--- src/rtl/avr_sp_pkg.sv ---
// Shared types and constants for the AVR stack-pointer engine.
//   sp_state_t : sequencing FSM states
//   sp_op_t    : request class after priority resolution
//   decode_op  : resolves simultaneous requests (io > ret > call > pop > push)
package avr_sp_pkg;

  localparam logic [15:0] DefResetSp = 16'h0000;
  localparam logic [15:0] DefSramLo  = 16'h0060;

  typedef enum logic [2:0] {
    StIdle    = 3'd0,
    StCallWr  = 3'd1,
    StPopWait = 3'd2,
    StRetRd   = 3'd3,
    StRetLast = 3'd4
  } sp_state_t;

  typedef enum logic [2:0] {
    OpNone = 3'd0,
    OpIo   = 3'd1,
    OpRet  = 3'd2,
    OpCall = 3'd3,
    OpPop  = 3'd4,
    OpPush = 3'd5
  } sp_op_t;

  function automatic sp_op_t decode_op(input logic io_we, input logic ret, input logic call,
                                       input logic pop, input logic push);
    if (io_we)     return OpIo;
    else if (ret)  return OpRet;
    else if (call) return OpCall;
    else if (pop)  return OpPop;
    else if (push) return OpPush;
    else           return OpNone;
  endfunction

endpackage

--- src/rtl/sp_byte_register.sv ---
// One byte lane of the stack pointer: register with load enable and asynchronous clear.
// Ports:
//   clk   : clock, rising edge
//   clr_n : asynchronous active-low clear to ResetVal
//   en    : load d on the next rising edge
//   d     : next value
//   q     : current value
module sp_byte_register #(
  parameter int unsigned      Width    = 8,
  parameter logic [Width-1:0] ResetVal = '0
) (
  input  logic             clk,
  input  logic             clr_n,
  input  logic             en,
  input  logic [Width-1:0] d,
  output logic [Width-1:0] q
);

  always_ff @(posedge clk or negedge clr_n) begin
    if (!clr_n) begin
      q <= ResetVal;
    end else if (en) begin
      q <= d;
    end
  end

endmodule

--- src/rtl/stack_pointer_unit.sv ---
// AVR stack-pointer engine: holds SP, sequences PUSH/POP/CALL/RET and drives the data-SRAM port.
// Return addresses move one byte per cycle; CALL writes LSB first, RET reassembles MSB first.
// Optional build macro SP_BOUNDS_CHECK_EN: stack writes below SRAM_LO are suppressed and flagged
// (sp_ovf); reads whose address wraps to 0 are flagged (sp_unf). Without it both flags are 0.
// Ports:
//   clk, clr_n                 : clock, asynchronous active-low reset
//   io_we_h, io_we_l, io_data  : byte writes to SPH / SPL
//   op_push/op_pop/op_call/op_ret, push_data, ret_addr_in : operation requests (IDLE only)
//   mem_rdata                  : SRAM read data, one cycle after mem_re
//   mem_addr/mem_we/mem_re/mem_wdata : SRAM port
//   pop_data, ret_addr_out     : results, valid with done and held afterwards
//   busy, done                 : sequence in progress / completion pulse
//   spH, spL, sp               : stack pointer views
//   sp_ovf, sp_unf             : sticky bounds flags
module stack_pointer_unit
  import avr_sp_pkg::*;
#(
  parameter int unsigned       ADDR_W   = 16,
  parameter int unsigned       PC_BYTES = 2,
  parameter logic [ADDR_W-1:0] RESET_SP = ADDR_W'(DefResetSp),
  parameter logic [ADDR_W-1:0] SRAM_LO  = ADDR_W'(DefSramLo)
) (
  input  logic                    clk,
  input  logic                    clr_n,
  input  logic                    io_we_h,
  input  logic                    io_we_l,
  input  logic [7:0]              io_data,
  input  logic                    op_push,
  input  logic                    op_pop,
  input  logic                    op_call,
  input  logic                    op_ret,
  input  logic [7:0]              push_data,
  input  logic [8*PC_BYTES-1:0]   ret_addr_in,
  input  logic [7:0]              mem_rdata,
  output logic [ADDR_W-1:0]       mem_addr,
  output logic                    mem_we,
  output logic                    mem_re,
  output logic [7:0]              mem_wdata,
  output logic [7:0]              pop_data,
  output logic [8*PC_BYTES-1:0]   ret_addr_out,
  output logic                    busy,
  output logic                    done,
  output logic [7:0]              spH,
  output logic [7:0]              spL,
  output logic [ADDR_W-1:0]       sp,
  output logic                    sp_ovf,
  output logic                    sp_unf
);

  localparam int unsigned PC_W = 8 * PC_BYTES;
  localparam int unsigned SphW = ADDR_W - 8;
  localparam int unsigned CntW = $clog2(PC_BYTES + 1);

  sp_state_t         state_q, state_d;
  logic [CntW-1:0]   cnt_q, cnt_d, cnt_inc;
  logic [PC_W-1:0]   call_q, call_d;
  logic [PC_W-1:0]   acc_q, acc_d, acc_next;
  logic [PC_W-1:0]   ret_q, ret_d;
  logic [7:0]        pop_q, pop_d;

  logic [SphW-1:0]   sph_q, sph_din;
  logic [7:0]        spl_q, spl_din;
  logic              sph_en, spl_en;
  logic [ADDR_W-1:0] sp_next, sp_inc, sp_dec;

  logic              io_sel;
  logic              wr_req, rd_req, wr_block;
  logic [7:0]        wr_byte;
  sp_op_t            op;

  assign sp       = {sph_q, spl_q};
  assign spH      = 8'(sph_q);
  assign spL      = spl_q;
  assign sp_inc   = sp + ADDR_W'(1);
  assign sp_dec   = sp - ADDR_W'(1);
  assign cnt_inc  = cnt_q + CntW'(1);
  // Shift in the byte arriving this cycle; the first byte read ends up as the MSB.
  assign acc_next = (acc_q << 8) | PC_W'(mem_rdata);
  assign op       = decode_op(io_we_h | io_we_l, op_ret, op_call, op_pop, op_push);

  always_comb begin
    state_d      = state_q;
    cnt_d        = cnt_q;
    call_d       = call_q;
    acc_d        = acc_q;
    ret_d        = ret_q;
    pop_d        = pop_q;
    pop_data     = pop_q;
    ret_addr_out = ret_q;
    busy         = (state_q != StIdle);
    done         = 1'b0;
    io_sel       = 1'b0;
    wr_req       = 1'b0;
    rd_req       = 1'b0;
    wr_byte      = 8'h00;
    mem_addr     = sp;
    mem_we       = 1'b0;
    mem_re       = 1'b0;
    mem_wdata    = 8'h00;
    sp_next      = sp;
    sph_en       = 1'b0;
    spl_en       = 1'b0;

    unique case (state_q)
      StIdle: begin
        unique case (op)
          OpIo: begin
            io_sel = 1'b1;
            sph_en = io_we_h;
            spl_en = io_we_l;
          end
          OpRet: begin
            rd_req  = 1'b1;
            busy    = 1'b1;
            cnt_d   = CntW'(1);
            state_d = (PC_BYTES == 1) ? StRetLast : StRetRd;
          end
          OpCall: begin
            wr_req  = 1'b1;
            wr_byte = ret_addr_in[7:0];
            call_d  = ret_addr_in;
            if (PC_BYTES == 1) begin
              done = 1'b1;
            end else begin
              busy    = 1'b1;
              cnt_d   = CntW'(1);
              state_d = StCallWr;
            end
          end
          OpPop: begin
            rd_req  = 1'b1;
            busy    = 1'b1;
            state_d = StPopWait;
          end
          OpPush: begin
            wr_req  = 1'b1;
            wr_byte = push_data;
            done    = 1'b1;
          end
          default: ;
        endcase
      end
      StCallWr: begin
        wr_req  = 1'b1;
        wr_byte = 8'(call_q >> {cnt_q, 3'b000});
        cnt_d   = cnt_inc;
        if (cnt_q == CntW'(PC_BYTES - 1)) begin
          done    = 1'b1;
          cnt_d   = '0;
          state_d = StIdle;
        end
      end
      StPopWait: begin
        pop_d    = mem_rdata;
        pop_data = mem_rdata;
        done     = 1'b1;
        state_d  = StIdle;
      end
      StRetRd: begin
        acc_d  = acc_next;
        rd_req = 1'b1;
        cnt_d  = cnt_inc;
        if (cnt_inc == CntW'(PC_BYTES)) begin
          state_d = StRetLast;
        end
      end
      StRetLast: begin
        ret_d        = acc_next;
        ret_addr_out = acc_next;
        acc_d        = '0;
        cnt_d        = '0;
        done         = 1'b1;
        state_d      = StIdle;
      end
      default: state_d = StIdle;
    endcase

    // Writes store at SP then post-decrement; reads pre-increment then fetch.
    if (wr_req) begin
      mem_addr  = sp;
      mem_wdata = wr_byte;
      if (!wr_block) begin
        mem_we  = 1'b1;
        sp_next = sp_dec;
        sph_en  = 1'b1;
        spl_en  = 1'b1;
      end
    end
    if (rd_req) begin
      mem_addr = sp_inc;
      mem_re   = 1'b1;
      sp_next  = sp_inc;
      sph_en   = 1'b1;
      spl_en   = 1'b1;
    end

    sph_din = io_sel ? SphW'(io_data) : sp_next[ADDR_W-1:8];
    spl_din = io_sel ? io_data : sp_next[7:0];
  end

  always_ff @(posedge clk or negedge clr_n) begin
    if (!clr_n) begin
      state_q <= StIdle;
      cnt_q   <= '0;
      call_q  <= '0;
      acc_q   <= '0;
      ret_q   <= '0;
      pop_q   <= '0;
    end else begin
      state_q <= state_d;
      cnt_q   <= cnt_d;
      call_q  <= call_d;
      acc_q   <= acc_d;
      ret_q   <= ret_d;
      pop_q   <= pop_d;
    end
  end

  sp_byte_register #(
    .Width    (SphW),
    .ResetVal (RESET_SP[ADDR_W-1:8])
  ) u_sph (
    .clk   (clk),
    .clr_n (clr_n),
    .en    (sph_en),
    .d     (sph_din),
    .q     (sph_q)
  );

  sp_byte_register #(
    .Width    (8),
    .ResetVal (RESET_SP[7:0])
  ) u_spl (
    .clk   (clk),
    .clr_n (clr_n),
    .en    (spl_en),
    .d     (spl_din),
    .q     (spl_q)
  );

`ifdef SP_BOUNDS_CHECK_EN
  logic ovf_q, unf_q;

  assign wr_block = (sp < SRAM_LO);

  always_ff @(posedge clk or negedge clr_n) begin
    if (!clr_n) begin
      ovf_q <= 1'b0;
      unf_q <= 1'b0;
    end else begin
      if (wr_req && wr_block) ovf_q <= 1'b1;
      // The read is still issued; only the wrap is recorded.
      if (rd_req && (sp_inc == '0)) unf_q <= 1'b1;
    end
  end

  assign sp_ovf = ovf_q;
  assign sp_unf = unf_q;
`else
  logic unused_sram_lo;

  assign wr_block       = 1'b0;
  assign unused_sram_lo = ^SRAM_LO;
  assign sp_ovf         = 1'b0;
  assign sp_unf         = 1'b0;
`endif

endmodule

--- config.mk ---
export PLATFORM = sky130hd
export DESIGN_NAME = stack_pointer_unit
export DESIGN_NICKNAME = d
export VERILOG_FILES = /design/src/rtl/avr_sp_pkg.sv /design/src/rtl/sp_byte_register.sv /design/src/rtl/stack_pointer_unit.sv
export SDC_FILE = /design/constraint.sdc
export NUM_CORES = 1
export LEC_CHECK = 0
export CAP_MARGIN = 20
export CORE_AREA = 2 2 123 125
export DETAILED_ROUTE_END_ITERATION = 10
export DIE_AREA = 0 0 125 127
export PLACE_DENSITY = 0.6
export SLEW_MARGIN = 20
export SYNTH_ARGS = -nofsm -noshare
export SYNTH_HDL_FRONTEND = slang
export SYNTH_HIERARCHICAL = 1
export SYNTH_SLANG_ARGS = --single-unit
--- constraint.sdc ---
create_clock -name clk -period 2.4 [get_ports clk]
set_clock_uncertainty 0.15 [all_clocks]
set_input_delay 0.48 -clock clk [delete_from_list [all_inputs] [get_ports clk]]
set_output_delay 0.48 -clock clk [all_outputs]
set_load 0.05 [all_outputs]
==> impl_metrics.csv <==
group,metric,value,unit
outcome,status,"complete, but fails checks",
outcome,violations,"setup timing",
synth,synth_top_area_share,40.61,%
layout,drive_gt1_share,48.30,%
die,rows,44,
die,core,14420,sq um
timing,finalSetupViolations,52,
synth,synth_area,4252,sq um
synth,avgSynthCellArea,9.842,sq um
layout,fillers,1264,
hold_path,hp-class,"input port to async pin",
synth,yosys.area_share.xor_xnor,3.296,%
layout,nets,696,
clock_tree,cts_num_sinks,69,
synth,synth_mux_area_share,14.13,%
layout,fin_area,7870,sq um
placement,gp_congestion,0.8689,
power,swShare,48.04,%
power,leakage,3.483,nW
clock_tree,clk_pin_slew,0.06,ns
layout,antenna_cells,0,
clock_tree,cts_tree,"yes",
setup_path,cp-end-kind,"primary output",
synth,synth-compound-area-share,16.51,%
global_routing,track_usage,18.03,%
synth,ys_types,67,
power,ir_drop,0.8066,mV
clock_tree,cts_buffers,9,
synth,synth_edf_count,0,
setup_path,path_delay_family,"buffers and inverters",
setup_path,crit_chain,"nor3_4 -> buf_4 -> o211a_4 -> o211ai_1 -> buf_4 -> xnor2_2 -> buf_12",
timing,post-route-min-period,2.727,ns
timing,relSlewSlack,51.38,%
synth,ys_ff_latch,69,
placement,pre_cts_ws,-0.7134,ns
setup_path,start_kind,"register",
timing,worst_slew_pin_slew,0.7292,ns
drt,drt-total-wl,14.04,mm
die,io_pins,134,
run,drv_cap,0,
drt,firstDrtPassIters,4,
drt,postRouteAntennaNets,0,
drt,drt_iter0_markers,176,
setup_path,cp_data_required_time,1.77,ns
synth,synthTopCellsByArea,"dfrtp_1, nand2_1, mux2_2",
power,power.density,1489,nW/um^2
global_routing,grt_max_degree,38,
setup_path,crit_fanout,9,
placement,portBuffers,131,
clock_tree,clk_path_buf_depth,2,
synth,synthSimpleGateAreaFrac,16.72,%
global_routing,grt-ovfl-total,0,
power,switching_power,5.630,mW
clock_tree,clkLatencyLatePin,0.33,ns
global_routing,grt_pass1_vias,4434,
synth,synth_ff_type,"dfrtp_1",
timing,rsz0062_at_grt,"true",
setup_path,crit_slowest_cell,"dfrtp_1",
power,p_int,6.090,mW
setup_path,max_stage_delay,0.41,ns
timing,setup_tns,-9.859,ns
die,initial_utilization,29.48,%
drt,num_vias,4176,
synth,synth_area_leader_cell,"dfrtp_1",
synth,synth-async-reset-ratio,100.0,%
global_routing,grt_first_pass_wirelength,23.07,mm
clock_tree,root_buffer,"clkbuf_16",
timing,finalMaxSlewViolations,0,
timing,fin_ws,-0.3267,ns
setup_path,worst-setup-path-type,"register to primary output",
timing,fmax,0.3667,GHz
placement,place_area,7149,sq um
setup_path,critPathBufInv,3,
placement,dp_hpwl,10.49,mm
drt,vias_per_cell,5.019,
power,power_frac_clock,10.4,%
synth,synth_top_family_by_area,"simple AND/OR/NAND/NOR gates",
synth,netlist_instances,432,
clock_tree,htree_levels,3,
setup_path,arrival,2.10,ns
drt,drcViolationCount,0,
drt,routedWlPerCell,16.87,um
timing,fin_crit_sh,113.6,%
synth,synth.most_common_cell,"nand2_1",
die,die_w,125,um
synth,seq_area_frac_synth,40.61,%
power,power_frac_seq,17.8,%
die,die_h,127,um
synth,synthTopCellsByCount,"nand2_1, dfrtp_1, mux2_2",
die,dieArea,15880,sq um
synth,synthAdderAreaFrac,1.471,%
layout,area_growth,85.11,%
layout,final_util,54.56,%
synth,synth-warning-count,6,
global_routing,antenna_found_initial,0,
setup_path,path_common_cell,"buf_4",
timing,hold_viol,0,
power,combPwrFrac,71.8,%
## kinds of logic (layout without fill, tap and decap cells)
logic type	after synthesis	count (layout)
multiplexers	49	49
buffers and inverters	56	271
XOR/XNOR	16	16
flip-flops	69	69
AO/OA/AOI/OAI	88	88
adder cells (fa/ha/maj)	5	5
AND/OR/NAND/NOR	148	148
other	1	2
## power by group through the flow
stage | Clock, mW | Sequential, mW | Combinational [mW]
2_1_floorplan | 0 | 2.53 | 4.84
3_3_place_gp | 0 | 2.06 | 8.02
3_5_place_dp | 0 | 2.09 | 8.11
4_1_cts | 1.25 | 2.08 | 8.33
5_1_grt | 1.30 | 2.16 | 8.82
6_report | 1.22 | 2.09 | 8.41
## placed cells by master (no fill, tap or decap), types with 6 or more instances in the layout
cell             instances
buf_6                   29
buf_12                  42
o211ai_1                14
clkdlybuf4s50_1         58
mux2_4                  27
nand2_1                 74
nor2_1                  13
a21oi_1                  6
o31ai_1                  6
inv_1                    9
dlymetal6s2s_1           7
xnor2_4                  8
mux2_2                  13
nor3_1                   7
clkbuf_16               10
a22o_1                   9
buf_4                   95
buf_2                    6
dfrtp_1                 53
mux2i_1                  9
dfrtp_2                 16
## sequential cells by signal, summed over array words and instances (netlist names)
name,count
cnt_q,2
acc_q,8
u_sph/q,8
u_spl/q,8
ret_q,16
pop_q,8
state_q,3
call_q,16
## repair_timing
action,CTS,global route
setup endpoints to repair,70,71
buffers inserted,16,5
hold buffers,0,0
resized for setup,56,40
hold endpoints to repair,0,0
pin swaps,20,17
cloned,2,0
## cell type report
| cell class | instances | area [sq um] | area share (%) |
|---|---|---|---|
| clock buffer | 10 | 229.0 | 2.909 |
| clock inverter | 6 | 38.79 | 0.4928 |
| inverter | 11 | 43.79 | 0.5564 |
| multi-input combinational | 308 | 2900 | 36.85 |
| sequential | 69 | 1747 | 22.19 |
| tap | 184 | 230.2 | 2.925 |
| timing repair buffer | 244 | 2681 | 34.07 |
## worst paths after layout
check | slack, ns | cells after the start | endpoint | start
setup / recovery | -0.33 | 7 | mem_addr[3] | state_q[1]
hold / removal | 0.06 | 1 | acc_q[7] | clr_n
setup reg to reg | -0.14 | 6 | u_sph/q[7] | u_spl/q[1]
hold reg to reg | 0.32 | 2 | call_q[12] | call_q[12]
max in group asynchronous | 1.35 | 2 | state_q[2] | clr_n
min in group clk | 0.32 | 2 | call_q[12] | call_q[12]
## worst register-to-register path: stages, from the launching register on
cell     delay, ns
dfrtp_2       0.40
or3_4         0.39
or4_4         0.44
or4_4         0.55
and3_4        0.17
o31ai_2       0.21
mux2_4        0.17
## metrics by stage
stage | total power [mW] | instances | hold WS [ns]
final | 11.72 | 832 | 0.05890
after detailed placement | 10.20 | 795 | 0.3126
after global routing | 12.28 | 832 | 0.1067
after global placement | 10.09 | 795 | 0.3066
after floorplan | 7.366 | 433 | 0.03441
after CTS | 11.66 | 827 | 0.06689
## metal layers
| metal | track usage [%] | part of all wire (%) | up-vias |
|---|---|---|---|
| met2 | 29.64 | 48 | 144 |
| met1 | 23.11 | 43 | 2037 |
| met3 | 4.816 | 6.6 | 19 |
| met4 | 6.209 | 1.8 | 0 |
| li1 | - | - | 1976 |
| met5 | 0 | 0 | - |
(Power assumes the default switching activity.)
